File: src/rtl/conv_window_scheduler_pkg.sv
// Shared types and geometry helpers for the sliding-window scheduler.
package conv_window_scheduler_pkg;

   typedef enum logic [1:0] {
      ST_IDLE  = 2'd0,
      ST_RUN   = 2'd1,
      ST_DRAIN = 2'd2,
      ST_DONE  = 2'd3
   } state_t;

   // Output-map edge length; zero when the kernel does not fit the image.
   function automatic int out_dim(input int n, input int k, input int s);
      return (n < k) ? 0 : (n - k) / s + 1;
   endfunction

   function automatic int phase_w(input int s);
      return (s > 1) ? $clog2(s) : 1;
   endfunction

   localparam int DEF_KERNEL_SIZE = 3;
   localparam int DEF_DATA_SIZE   = 16;
   localparam int DEF_ROW_SIZE    = 5;
   localparam int DEF_COLUMN_SIZE = 5;
   localparam int DEF_STRIDE      = 1;

   localparam int ROW_W         = $clog2(DEF_COLUMN_SIZE);
   localparam int COL_W         = $clog2(DEF_ROW_SIZE);
   localparam int OUT_ROWS      = out_dim(DEF_COLUMN_SIZE, DEF_KERNEL_SIZE, DEF_STRIDE);
   localparam int OUT_COLS      = out_dim(DEF_ROW_SIZE, DEF_KERNEL_SIZE, DEF_STRIDE);
   localparam int WIN_PER_FRAME = OUT_ROWS * OUT_COLS;

endpackage

File: src/rtl/conv_window_scheduler_raster_position_counter.sv
// Raster row/column tracking, stride phases, legal-window detection and
// output-map coordinates for the window scheduler.
module raster_position_counter
   import conv_window_scheduler_pkg::*;
#(
   parameter int KERNEL_SIZE = DEF_KERNEL_SIZE,
   parameter int ROW_SIZE    = DEF_ROW_SIZE,
   parameter int COLUMN_SIZE = DEF_COLUMN_SIZE,
   parameter int STRIDE      = DEF_STRIDE
) (
   input  logic                           clock,
   input  logic                           reset,
   input  logic                           push,
   output logic                           legal,
   output logic                           last,
   output logic [$clog2(COLUMN_SIZE)-1:0] out_row,
   output logic [$clog2(ROW_SIZE)-1:0]    out_col
);

   localparam int RW = $clog2(COLUMN_SIZE);
   localparam int CW = $clog2(ROW_SIZE);
   localparam int PW = phase_w(STRIDE);
   localparam logic [PW-1:0] PH_MAX = PW'(STRIDE - 1);

   logic [RW-1:0] row, win_row;
   logic [CW-1:0] col, win_col;
   logic [PW-1:0] rph, cph;
   logic          row_last, col_last, row_in, col_in;

   assign row_last = (int'(row) == COLUMN_SIZE - 1);
   assign col_last = (int'(col) == ROW_SIZE - 1);
   assign row_in   = (int'(row) >= KERNEL_SIZE - 1);
   assign col_in   = (int'(col) >= KERNEL_SIZE - 1);
   assign legal    = row_in && col_in && (rph == '0) && (cph == '0);
   assign last     = row_last && col_last;

   // win_row/win_col are the coordinates the next legal window will carry.
   always_ff @(posedge clock) begin
      if (reset) begin
         row     <= '0;
         col     <= '0;
         rph     <= '0;
         cph     <= '0;
         win_row <= '0;
         win_col <= '0;
         out_row <= '0;
         out_col <= '0;
      end else if (push) begin
         if (legal) begin
            out_row <= win_row;
            out_col <= win_col;
            win_col <= win_col + CW'(1);
         end
         if (col_last) begin
            col     <= '0;
            cph     <= '0;
            win_col <= '0;
            if (row_last) begin
               row     <= '0;
               rph     <= '0;
               win_row <= '0;
            end else begin
               row <= row + RW'(1);
               rph <= !row_in ? '0 : ((rph == PH_MAX) ? '0 : rph + PW'(1));
               if (row_in && (rph == '0))
                  win_row <= win_row + RW'(1);
            end
         end else begin
            col <= col + CW'(1);
            cph <= !col_in ? '0 : ((cph == PH_MAX) ? '0 : cph + PW'(1));
         end
      end
   end

endmodule

File: src/rtl/conv_window_scheduler.sv
// Frame sequencer and pixel/window handshake for the line-buffer datapath.
//   state | meaning
//   IDLE  | waiting for start, no pixels accepted
//   RUN   | accepting pixels, windows flagged as they complete
//   DRAIN | last pixel taken, waiting for the final window to be consumed
//   DONE  | one-cycle frame_done, back to IDLE
module conv_window_scheduler
   import conv_window_scheduler_pkg::*;
#(
   parameter int KERNEL_SIZE = DEF_KERNEL_SIZE,
   parameter int DATA_SIZE   = DEF_DATA_SIZE,
   parameter int ROW_SIZE    = DEF_ROW_SIZE,
   parameter int COLUMN_SIZE = DEF_COLUMN_SIZE,
   parameter int STRIDE      = DEF_STRIDE
) (
   input  logic                           clock,
   input  logic                           reset,
   input  logic                           start,
   input  logic                           in_valid,
   input  logic [DATA_SIZE-1:0]           in_data,
   output logic                           in_ready,
   output logic                           buf_push,
   output logic [DATA_SIZE-1:0]           buf_data,
   output logic                           win_valid,
   input  logic                           win_ready,
   output logic [$clog2(COLUMN_SIZE)-1:0] out_row,
   output logic [$clog2(ROW_SIZE)-1:0]    out_col,
   output logic                           busy,
   output logic                           frame_done
);

   state_t state_q, state_d;
   logic   legal, last;

   // The buffer must not shift while a window is still waiting downstream.
   assign in_ready   = (state_q == ST_RUN) && (!win_valid || win_ready);
   assign buf_push   = in_valid && in_ready;
   assign buf_data   = in_data;
   assign busy       = (state_q == ST_RUN) || (state_q == ST_DRAIN);
   assign frame_done = (state_q == ST_DONE);

   raster_position_counter #(
      .KERNEL_SIZE (KERNEL_SIZE),
      .ROW_SIZE    (ROW_SIZE),
      .COLUMN_SIZE (COLUMN_SIZE),
      .STRIDE      (STRIDE)
   ) u_pos (
      .clock   (clock),
      .reset   (reset),
      .push    (buf_push),
      .legal   (legal),
      .last    (last),
      .out_row (out_row),
      .out_col (out_col)
   );

   always_ff @(posedge clock) begin
      if (reset) begin
         state_q   <= ST_IDLE;
         win_valid <= 1'b0;
      end else begin
         state_q <= state_d;
         if (buf_push)
            win_valid <= legal;
         else if (win_ready)
            win_valid <= 1'b0;
      end
   end

   always_comb begin
      state_d = state_q;
      case (state_q)
         ST_IDLE:  if (start) state_d = ST_RUN;
         ST_RUN:   if (buf_push && last) state_d = ST_DRAIN;
         ST_DRAIN: if (!win_valid || win_ready) state_d = ST_DONE;
         ST_DONE:  state_d = ST_IDLE;
         default:  state_d = ST_IDLE;
      endcase
   end

endmodule

File: config.mk
export PLATFORM = sky130hd
export DESIGN_NAME = conv_window_scheduler
export DESIGN_NICKNAME = d
export VERILOG_FILES = /design/src/rtl/conv_window_scheduler_pkg.sv /design/src/rtl/conv_window_scheduler_raster_position_counter.sv /design/src/rtl/conv_window_scheduler.sv
export SDC_FILE = /design/constraint.sdc
export NUM_CORES = 1
export LEC_CHECK = 0
export BUFFER_PORTS_ARGS = -buffer_cell sky130_fd_sc_hd__buf_2
export CAP_MARGIN = 30
export CORE_UTILIZATION = 51
export CTS_CLUSTER_SIZE = 10
export DETAILED_ROUTE_END_ITERATION = 12
export PLACE_DENSITY = 0.84
export SLEW_MARGIN = 0
export SYNTH_ARGS = -nofsm -noshare
export SYNTH_HDL_FRONTEND = slang
export SYNTH_SLANG_ARGS = --single-unit
File: constraint.sdc
create_clock -name clock -period 3.9 [get_ports clock]
set_clock_uncertainty 0.05 [all_clocks]
set_input_delay 0.78 -clock clock [delete_from_list [all_inputs] [get_ports clock]]
set_output_delay 0.78 -clock clock [all_outputs]
set_load 0.03 [all_outputs]
# Word level (Yosys, flattened, before mapping)
# Cells that the tools add are included.
# totals
ff_bits	23
# classes
n_addsub	6
n_lt_le_gt_ge	2
eq_ne	8
mux	18
bitwise_logic	2
n_reduce_logical	20
# op_table
cell	n
two-way mux 3 bit	6
adder 3 x 1 -> 3 bit, second input constant	4
logical AND 1 bit	8
two-way mux 1 bit	8
one-hot mux 2 bit (4 select lines)	1
equality test 3 bit, second input constant	2
>= comparator 3 x 2 -> 1 bit, second input constant	2
two-way mux 2 bit	3
AND reduction 2 bit	3
AND reduction 3 bit	2
nonzero test 2 bit	3
equality test 2 bit, second input constant	2
inequality test 2 x 1 -> 1 bit, second input constant	2
adder 1 bit, second input constant	2
equality test 2 x 1 -> 1 bit, second input constant	1
zero test 2 bit	1
logical OR 1 bit	2
inequality test 2 bit, second input constant	1
inverter 1 bit	2
zero test 1 bit	1

# Longest topological paths before layout
# Gate-level depths: netlist of the first run.
# logic_depth
word_depth	7
depth_mapped	7
ltp_nobuf	7

# By module
# From an unflattened synthesis of the first run, not the netlist that was laid out.
# hier_totals
hier_cells	148
area_unflattened_um2	1281.2
# by_module_without_submodules
module	instances	cells_per_inst	area_each_um2	seq_area_each_um2
raster_position_counter	1	108	937.1	360.3
conv_window_scheduler	1	40	344.1	60.1

# Least setup slack after synthesis of the first run
# OpenSTA, ideal clock, no wires.
# synth_path
path_type	input to output
start	in win_ready
end	out buf_push
arrival_time_ps	1324
setup_slack_ps	1746
stages	3
cell_sequence	nand2b_1 -> nand2_1 -> inv_1
# synth_between
elab_chain_cells	3
# synth_rtl
item	line	text
start: declaration	conv_window_scheduler.sv:25	input logic win_ready,
logical OR 1 bit	conv_window_scheduler.sv:36	assign in_ready = (state_q == ST_RUN) && (!win_valid || win_ready);
logical AND 1 bit	conv_window_scheduler.sv:36	
logical AND 1 bit	conv_window_scheduler.sv:37	assign buf_push = in_valid && in_ready;
end: declaration	conv_window_scheduler.sv:22	output logic buf_push,
# No other way between the ends.

# Final worst setup path of the first run
# layout_path
start	reg state_q[1]
end	out buf_push
# layout_between
elab_chain_cells	3
# layout_rtl
item	line	text
start: declaration	conv_window_scheduler.sv:32	state_t state_q, state_d;
start signal: assignment	conv_window_scheduler.sv:62	state_q <= state_d;
equality test 2 x 1 -> 1 bit	conv_window_scheduler.sv:36	
logical AND 1 bit	conv_window_scheduler.sv:36	
logical AND 1 bit	conv_window_scheduler.sv:37	
# No other way between the ends.

==> PnR_summary.wiki, run 1 <==
{| class="wikitable"
! Metric !! Value
|-
| Area of the placeable core || 2190 sq um
|-
| Number of buffers inserted by post-CTS setup repair || 0
|-
| Fin nets || 176
|-
| Hold Crit Depth || 2
|-
| Worst slew margin || 50.8%
|-
| Buf+Inv Stages, Crit Path || 3
|-
| Reg2reg setup slack || 1.85 ns
|-
| Terminus of the critical flop-to-flop path || u_pos.win_row[2]
|-
| Height of the die || 50.2 microns
|-
| Max-cap violations || 0
|-
| Cell-by-cell trace of the critical path || inv_1 > ha_1 > and2_1 > nand2_1 > inv_1 > buf_2
|-
| Gr usage total || 19.4%
|-
| Placed cell areas || 1150 sq um
|-
| Pin count of the biggest net entering global routing || 18
|-
| Clock root cell || clkbuf_4
|-
| Placer Congestion || 0.840
|-
| Peak supply drop || 298 uV
|-
| CP Depth || 6
|-
| Clk Latency, worst-skew pair || 0.31 ns
|-
| Data required time of the worst path || 3.07 ns
|-
| Yosys reg bits || 21
|-
| Initial antenna violation count || 0
|-
| Kind of cell with the highest combined delay on the critical path || buffers and inverters
|-
| Status || finished, final reports clean
|-
| Post-synth EDFFs || 0
|-
| Area Overhead vs Synth || -0.106%
|-
| Vias in the first global route || 881
|-
| Number of nets produced by synthesis || 175
|-
| Routed Antenna Nets || 0
|-
| WL/cell || 12.6 microns
|-
| Highest Clock Rate || 0.395 GHz
|-
| Hold Violations, Final || 0
|-
| Hold_ws || 0.413 ns
|-
| Clock sinks || 21
|-
| Worst Tran Pin Value || 0.732 ns
|-
| Cells after Synth || 142
|-
| Static leakage || 0.494 nW
|-
| Post-DR vias/cell || 5.38
|-
| Pwr Density || 438 nW/um^2
|-
| Post-route DRC || 0
|-
| Final Max Tran Viols || 0
|-
| Most Frequent Cell on Critical Path || inv_1
|-
| Biggest fanout along the worst timing path || 5
|-
| Cell with the biggest individual delay on the critical path || dfxtp_1
|-
| Period minus WS final || 2.53 ns
|-
| Diode insertion count for antenna repair || 0
|-
| Distinct cell type count after synthesis || 30
|-
| Filler cells || 232
|-
| Clk pin slew, worst setup/hold paths || 0.12 ns
|-
| TritonCTS clock tree || yes
|-
| Most instantiated flip-flop cell in the synthesis netlist || dfxtp_1
|-
| Setup tns final || 0 ns
|-
| Total routed wirelength || 2.14 mm
|-
| Worst Path Arrival || 1.70 ns
|-
| Initial core utilization || 54.0%
|-
| Post-CTS Resized || 0
|-
| Post-cts hold buffer count || 0
|-
| Setup repair after global routing missed its margin || no
|-
| First-pass GRT wire length || 3.69 mm
|-
| Number of setup violations in the final report || 0
|-
| Proportion of register bits with asynchronous set or reset after synthesis || 0%
|-
| Number of top-level pins || 48
|-
| Aggregate global routing overflow || 0
|-
| Utilization after layout || 54.0%
|-
| Startpoint-to-endpoint class of the critical path || reg2out
|-
| Full die area || 2520 sq um
|-
| Leading post-synthesis cells by cell area || dfxtp_1 36%, ha_1 13%, buf_4 10%
|-
| H-Tree Level Count || 1
|-
| Final instance area || 1180 sq um
|-
| Highest-count cells in the layout ignoring fill and taps || 21 x nand2_1, 21 x dfxtp_1, 15 x a21oi_1, 15 x buf_2, 12 x ha_1
|-
| Leading area contributor after synthesis || dfxtp_1
|-
| Share of the synthesized area in the top cell type || 35.5%
|-
| Termination of the worst setup path || buf_push
|-
| Yosys warning count || 0
|-
| Layout cell share with drive strength beyond 1 || 14.8%
|-
| Router iterations before antenna repair || 4
|-
| Nature of the critical path startpoint || flop
|-
| Detailed-route via count || 915
|-
| Post-DP HPWL || 1.63 mm
|-
| Violation count after the first detailed-routing iteration || 13
|-
| TritonCTS Buffers || 3
|-
| Critical Path Max Stage Delay || 0.37 ns
|-
| Number of input and output port buffers inserted || 15
|-
| Critical path launch point || state_q[1]
|-
| Width of the chip || 50.2 microns
|-
| Std-Cell Rows || 17
|-
| Post-synthesis instance area || 1180 sq um
|-
| Post-route clock period utilization || 65.0%
|-
| Source of the worst register-to-register timing path || state_q[1]
|-
| R2R depth || 6
|-
| Avg Cell Area, Syn || 8.34 sq um
|-
| Sequential share of the synthesized area || 35.5%
|-
| Class of the worst hold path || reg2reg
|-
| Number of buffers on the longest clock path || 2
|-
| Worst Setup End Kind || primary output
|}
kinds of logic (layout without fill, tap and decap cells):
logic type	Yosys count	count (layout)	synth area share, %
simple gates	51	51	20.5
mux	1	1	0.846
buf+inv	29	29	14.9
compound gates	24	24	12.6
fa+ha+maj	12	12	12.7
xor+xnor	4	4	2.96
flops	21	21	35.5
cell usage after synthesis, drive strengths merged (3+ instances only):
cell type,n
dfxtp,21
nand2,21
buf,17
a21oi,15
ha,12
inv,10
nand3,9
nor2,6
and2,3
nor3,3
xnor2,3
through the flow:
step                worst slack [ns]  power [mW]  std cells
detailed placement              1.51       0.415        166
CTS                             1.36       0.525        170
global route                    1.22       0.554        170
floorplan                       1.75       0.409        142
finish                          1.37       0.517        170
global placement                1.55       0.406        166
how the worst min path moves through the flow:
stage / slack (ns) / start / to
2_1_floorplan: 0.39 / u_pos.win_col[2] / u_pos.out_col[2]
3_3_place_gp: 0.39 / u_pos.out_col[2] / u_pos.out_col[2]
3_5_place_dp: 0.40 / u_pos.out_row[1] / u_pos.out_row[1]
4_1_cts: 0.42 / u_pos.out_row[0] / u_pos.out_row[0]
5_1_grt: 0.44 / u_pos.out_row[0] / u_pos.out_row[0]
6_report: 0.41 / u_pos.out_row[0] / u_pos.out_row[0]
metal layers:
layer	part of all wire [%]	GRT usage (%)	vias to the layer above
met5	0	0	-
met4	1.8	10.5	0
met3	5.7	4.55	5
met2	48	32.2	37
met1	44	22.7	408
li1	-	-	465
worst register-to-register path, cell delays in order, from the launching register on:
cell and delay (ns):
dfxtp_1 0.37, inv_1 0.11, ha_1 0.22, nand2_1 0.15
nor4_1 0.66, a211oi_1 0.17, a31o_2 0.24
power by group:
part / switching, mW / internal (mW) / leakage, nW / total (mW)
clock: 0.0709 / 0.0384 / 0.0177 / 0.109
combinational: 0.108 / 0.0595 / 0.306 / 0.167
sequential: 0.0133 / 0.228 / 0.170 / 0.241
total: 0.192 / 0.325 / 0.494 / 0.517
registers in the layout, summed over array words and instances, names as in the netlist:
register and count:
state_q 2, u_pos.col 3, u_pos.out_col 3, u_pos.out_row 3, u_pos.row 3, u_pos.win_col 3
u_pos.win_row 3, win_valid 1
cell type report:
cell class              count  area, sq um  share of cell area (%)
clock inverters             1         5.00                   0.423
well taps                  28         35.0                    2.96
inverters                  10         37.5                    3.17
repair buffers             15         75.1                    6.35
flip-flops and latches     21          420                    35.6
multi-input cells          92          587                    49.6
clock buffers               3         22.5                    1.90
Note: power is estimated with default switching activity, not from simulation.
==> run 2, diff against run 1 <==
Settings changed: CORE_UTILIZATION 51 to 47, PLACE_DENSITY 0.84 to 0.78.
Clock period 3.9 ns to 2.57 ns, I/O delays scaled along.
==> PnR_summary.wiki, run 2 (synthesis results as in run 1) <==
{| class="wikitable"
! Metric !! Value
|-
| Class of the worst hold path || reg2reg
|-
| Std-Cell Rows || 17
|-
| Clk pin slew, worst setup/hold paths || 0.12 ns
|-
| Area Overhead vs Synth || -0.106%
|-
| Post-DP HPWL || 1.63 mm
|-
| Number of top-level pins || 48
|-
| Sequential cell area || 420 sq um
|-
| R2R depth || 6
|-
| Reg2reg setup slack || 0.56 ns
|-
| Peak supply drop || 698 uV
|-
| TritonCTS Buffers || 3
|-
| Cell with the biggest individual delay on the critical path || dfxtp_1
|-
| Worst Setup End Kind || primary output
|-
| Aggregate global routing overflow || 0
|-
| Number of input and output port buffers inserted || 15
|-
| Most Frequent Cell on Critical Path || inv_1
|-
| Pwr Density || 664 nW/um^2
|-
| Layout cell share with drive strength beyond 1 || 14.8%
|-
| Initial core utilization || 51.5%
|-
| Critical Path Max Stage Delay || 0.36 ns
|-
| Number of setup violations in the final report || 0
|-
| Place WS || 0.581 ns
|-
| TritonCTS clock tree || yes
|-
| Number of buffers inserted by post-CTS setup repair || 0
|-
| Number of standard cells in the final layout excluding fillers || 170
|-
| Data required time of the worst path || 2.01 ns
|-
| Buf+Inv Stages, Crit Path || 3
|-
| Hold EP || u_pos.out_col[2]
|-
| Post-route DRC || 0
|-
| Pin count of the biggest net entering global routing || 18
|-
| Status || finished, final reports clean
|-
| Post-route clock period utilization || 88.3%
|-
| Static leakage || 0.494 nW
|-
| Full die area || 2720 sq um
|-
| Min-delay src || u_pos.out_col[2]
|-
| Kind of cell with the highest combined delay on the critical path || buffers and inverters
|-
| Vias in the first global route || 848
|-
| Cell count after placement || 166
|-
| Setup tns final || 0 ns
|-
| Clock sinks || 21
|-
| Router iterations before antenna repair || 4
|-
| Detailed-route via count || 933
|-
| Placer Congestion || 0.799
|-
| Height of the die || 52.2 microns
|-
| Hold Crit Depth || 2
|-
| Hold Violations, Final || 0
|-
| WL/cell || 12.4 microns
|-
| Area of the placeable core || 2300 sq um
|-
| Fin nets || 176
|-
| Worst Tran Pin Value || 0.706 ns
|-
| Filler cells || 221
|-
| Worst slew margin || 52.6%
|-
| Post-cts hold buffer count || 0
|-
| Post-CTS Resized || 0
|-
| Nature of the critical path startpoint || flop
|-
| First-pass GRT wire length || 3.50 mm
|-
| Hold_ws || 0.414 ns
|-
| Biggest fanout along the worst timing path || 5
|-
| Cell-by-cell trace of the critical path || inv_1 > ha_1 > and2_1 > nand2_1 > inv_1 > buf_2
|-
| Width of the chip || 52.2 microns
|-
| Source of the worst register-to-register timing path || state_q[1]
|-
| Clk Latency, worst-skew pair || 0.31 ns
|-
| Gr usage total || 17.1%
|-
| Worst Path Arrival || 1.70 ns
|-
| Area of the multi-input gates || 587 sq um
|-
| Highest-count cells in the layout ignoring fill and taps || 21 x nand2_1, 21 x dfxtp_1, 15 x a21oi_1, 15 x buf_2, 12 x ha_1
|-
| Number of buffers on the longest clock path || 2
|-
| Startpoint-to-endpoint class of the critical path || reg2out
|-
| Highest Clock Rate || 0.441 GHz
|-
| Period minus WS final || 2.27 ns
|-
| Total routed wirelength || 2.11 mm
|-
| Final Max Tran Viols || 0
|-
| Setup repair after global routing missed its margin || no
|-
| Routed Antenna Nets || 0
|-
| Clock root cell || clkbuf_4
|-
| Initial antenna violation count || 0
|-
| Final worst-path setup slack || 0.301 ns
|-
| Max-cap violations || 0
|-
| Terminus of the critical flop-to-flop path || u_pos.win_row[2]
|-
| Post-DR vias/cell || 5.49
|-
| H-Tree Level Count || 1
|-
| Violation count after the first detailed-routing iteration || 15
|-
| Diode insertion count for antenna repair || 0
|}
==> run 2: cell counts in the layout (fill, tap and decap cells not counted) <==
Identical to the previous run, type by type.
==> run 2: final cells by class <==
| cell class | count | share of cell area, % |
|---|---|---|
| flip-flops and latches | 21 | 35.6 |
| inverters | 10 | 3.17 |
| clock inverters | 1 | 0.423 |
| clock buffers | 3 | 1.90 |
| multi-input cells | 92 | 49.6 |
| repair buffers | 15 | 6.35 |
| well taps | 28 | 2.96 |
==> run 2: metal layers <==
metal / wire length, microns / track usage, % / share of wire, % / vias up
met1: 944 / 20.5 / 45 / 425
met3: 127 / 3.77 / 6.0 / 12
li1: - / - / - / 463
met5: 0 / 0 / 0 / -
met2: 972 / 27.8 / 46 / 33
met4: 64 / 10.1 / 3.0 / 0
==> run 2: through the flow <==
step / instance area, sq um / total power, mW / util [%]
final: 1180 / 0.785 / 51.5
after global routing: 1180 / 0.833 / 51.5
after CTS: 1180 / 0.786 / 51.5
after detailed placement: 1150 / 0.631 / 50.3
after global placement: 1150 / 0.616 / 50.3
after floorplan: 1180 / 0.621 / -
==> run 2: power by group <==
group | internal [mW] | switching, mW | total (mW)
Combinational | 0.0910 | 0.167 | 0.258
Clock | 0.0581 | 0.104 | 0.162
Sequential | 0.345 | 0.0202 | 0.365
==> run 2: worst max path at each step <==
stage	from	endpoint	slack (ns)	cells after the start
4_1_cts	state_q[1]	buf_push	0.31	6
3_5_place_dp	state_q[1]	u_pos.win_row[2]	0.58	6
3_3_place_gp	win_ready	buf_push	0.71	5
5_1_grt	state_q[1]	buf_push	0.17	6
6_report	state_q[1]	buf_push	0.30	6
2_1_floorplan	state_q[1]	u_pos.win_row[2]	0.82	6
==> run 2: worst reg2reg max path: stages (launching register included) <==
cell and delay (ns):
dfxtp_1 0.36, inv_1 0.11, ha_1 0.23, nand2_1 0.14, nor4_1 0.64, a211oi_1 0.17
a31o_2 0.23
==> run 3, diff against run 2 <==
Settings changed: CORE_UTILIZATION 47 to 53, CTS_BUF_LIST set to sky130_fd_sc_hd__clkbuf_4 sky130_fd_sc_hd__clkbuf_8, PLACE_DENSITY 0.78 to 0.87, REMOVE_ABC_BUFFERS set to 1.
Clock period 2.57 ns to 2.7 ns, I/O delays scaled along.
==> PnR_summary.wiki, run 3 (synthesis results as in run 1) <==
{| class="wikitable"
! Metric !! Value
|-
| Status || finished, final reports clean
|-
| Clk Latency, worst-skew pair || 0.31 ns
|-
| Post-DP HPWL || 1.83 mm
|-
| Setup tns final || 0 ns
|-
| Post-route DRC || 0
|-
| Biggest fanout along the worst timing path || 5
|-
| Number of buffers inserted by post-CTS setup repair || 0
|-
| Final Max Tran Viols || 0
|-
| Area Overhead vs Synth || 0.423%
|-
| TritonCTS clock tree || yes
|-
| Highest-count cells in the layout ignoring fill and taps || 21 x nand2_1, 21 x dfxtp_1, 15 x a21oi_1, 15 x buf_2, 12 x ha_1
|-
| Violation count after the first detailed-routing iteration || 31
|-
| Static leakage || 0.499 nW
|-
| Initial core utilization || 58.5%
|-
| Fin nets || 177
|-
| Area of the placeable core || 2020 sq um
|-
| Class of the worst hold path || reg2reg
|-
| H-Tree Level Count || 1
|-
| Std-Cell Rows || 16
|-
| Routed Antenna Nets || 0
|-
| Number of input and output port buffers inserted || 15
|-
| Post-route clock period utilization || 85.2%
|-
| Pwr Density || 632 nW/um^2
|-
| Data required time of the worst path || 2.11 ns
|-
| Number of top-level pins || 48
|-
| Internal power contribution || 0.470 mW
|-
| Highest Clock Rate || 0.435 GHz
|-
| Most Frequent Cell on Critical Path || inv_1
|-
| Gr usage total || 21.2%
|-
| Place WS || 0.768 ns
|-
| Final instance area || 1190 sq um
|-
| Detailed-route via count || 966
|-
| Number of setup violations in the final report || 0
|-
| Post-CTS Resized || 0
|-
| Cell-by-cell trace of the critical path || inv_1 > ha_1 > and2_1 > nand2_1 > inv_1 > buf_2
|-
| TritonCTS Buffers || 3
|-
| Initial antenna violation count || 0
|-
| Clk pin slew, worst setup/hold paths || 0.11 ns
|-
| Switching share of power || 37.4%
|-
| Cell with the biggest individual delay on the critical path || dfxtp_1
|-
| Utilization after layout || 58.8%
|-
| Final worst-path setup slack || 0.399 ns
|-
| Max-cap violations || 0
|-
| Vias in the first global route || 911
|-
| Diode insertion count for antenna repair || 0
|-
| First-pass GRT wire length || 3.82 mm
|-
| Number of buffers on the longest clock path || 2
|-
| Clock root cell || clkbuf_4
|-
| Height of the die || 49.3 microns
|-
| Total routed wirelength || 2.42 mm
|-
| Worst Path Arrival || 1.71 ns
|-
| Number of standard cells in the final layout excluding fillers || 170
|-
| Total chip power || 0.751 mW
|-
| Combinational share of power || 33.1%
|-
| Pin count of the biggest net entering global routing || 18
|-
| Hold_ws || 0.409 ns
|-
| Router iterations before antenna repair || 4
|-
| Startpoint-to-endpoint class of the critical path || reg2out
|-
| Full die area || 2430 sq um
|-
| Switching component of the power || 0.281 mW
|-
| Post-cts hold buffer count || 0
|-
| Clock sinks || 21
|-
| Worst Setup End Kind || primary output
|-
| Cell count after placement || 166
|-
| Setup repair after global routing missed its margin || no
|-
| Layout cell share with drive strength beyond 1 || 15.4%
|-
| Sequential share of power || 46.4%
|-
| Peak supply drop || 497 uV
|-
| Aggregate global routing overflow || 0
|-
| WL/cell || 14.2 microns
|-
| Width of the chip || 49.3 microns
|-
| Clock network fraction of design power || 20.5%
|-
| Hold Violations, Final || 0
|-
| Worst slew margin || 51.0%
|-
| Post-DR vias/cell || 5.68
|-
| Nature of the critical path startpoint || flop
|-
| Placer Congestion || 0.758
|-
| Period minus WS final || 2.30 ns
|-
| Critical Path Max Stage Delay || 0.36 ns
|-
| Worst Tran Pin Value || 0.729 ns
|-
| Placed cell areas || 1160 sq um
|}
## run 3: cell types whose count changed in the layout (fill, tap and decap cells not counted)
| cell | change |
|---|---|
| buf_4 | +1 |
## run 3: worst max-delay path, delay by kind of cell (launching register included)
family                   cells  cell delay, ns
buffers and inverters        3            0.47
flip-flops                   1            0.36
AND/OR/NAND/NOR              2            0.35
adder cells (fa/ha/maj)      1            0.22
## run 3: worst paths after layout
kind	slack [ns]	end	start	cells past startpoint
worst max-delay path	0.40	buf_push	state_q[1]	6
worst max register to register	0.77	u_pos.win_col[0]	state_q[1]	6
worst min register to register	0.41	u_pos.out_col[1]	u_pos.out_col[1]	2
worst min-delay path	0.41	u_pos.out_col[1]	u_pos.out_col[1]	2
## run 3: layer usage
| layer | wire (microns) | GRT usage [%] | vias to the layer above |
|---|---|---|---|
| met3 | 258 | 10.3 | 9 |
| met4 | 74 | 14.2 | 0 |
| met1 | 995 | 22.3 | 435 |
| met5 | 0 | 7.14 | - |
| li1 | - | - | 466 |
| met2 | 1090 | 32.4 | 56 |
## run 3: final cells by class
cell class                 instances  area [sq um]
multi-input combinational         92           587
timing repair buffer              16          82.6
clock inverter                     1          5.00
inverter                          10          37.5
tap                               27          33.8
clock buffer                       3          22.5
fill                             182           833
sequential                        21           420
## run 3: power groups by stage
stage	registers, mW	logic [mW]	clock network (mW)
2_1_floorplan	0.350	0.193	0
3_3_place_gp	0.352	0.232	0
3_5_place_dp	0.356	0.248	0
4_1_cts	0.349	0.250	0.162
5_1_grt	0.352	0.271	0.171
6_report	0.349	0.249	0.154
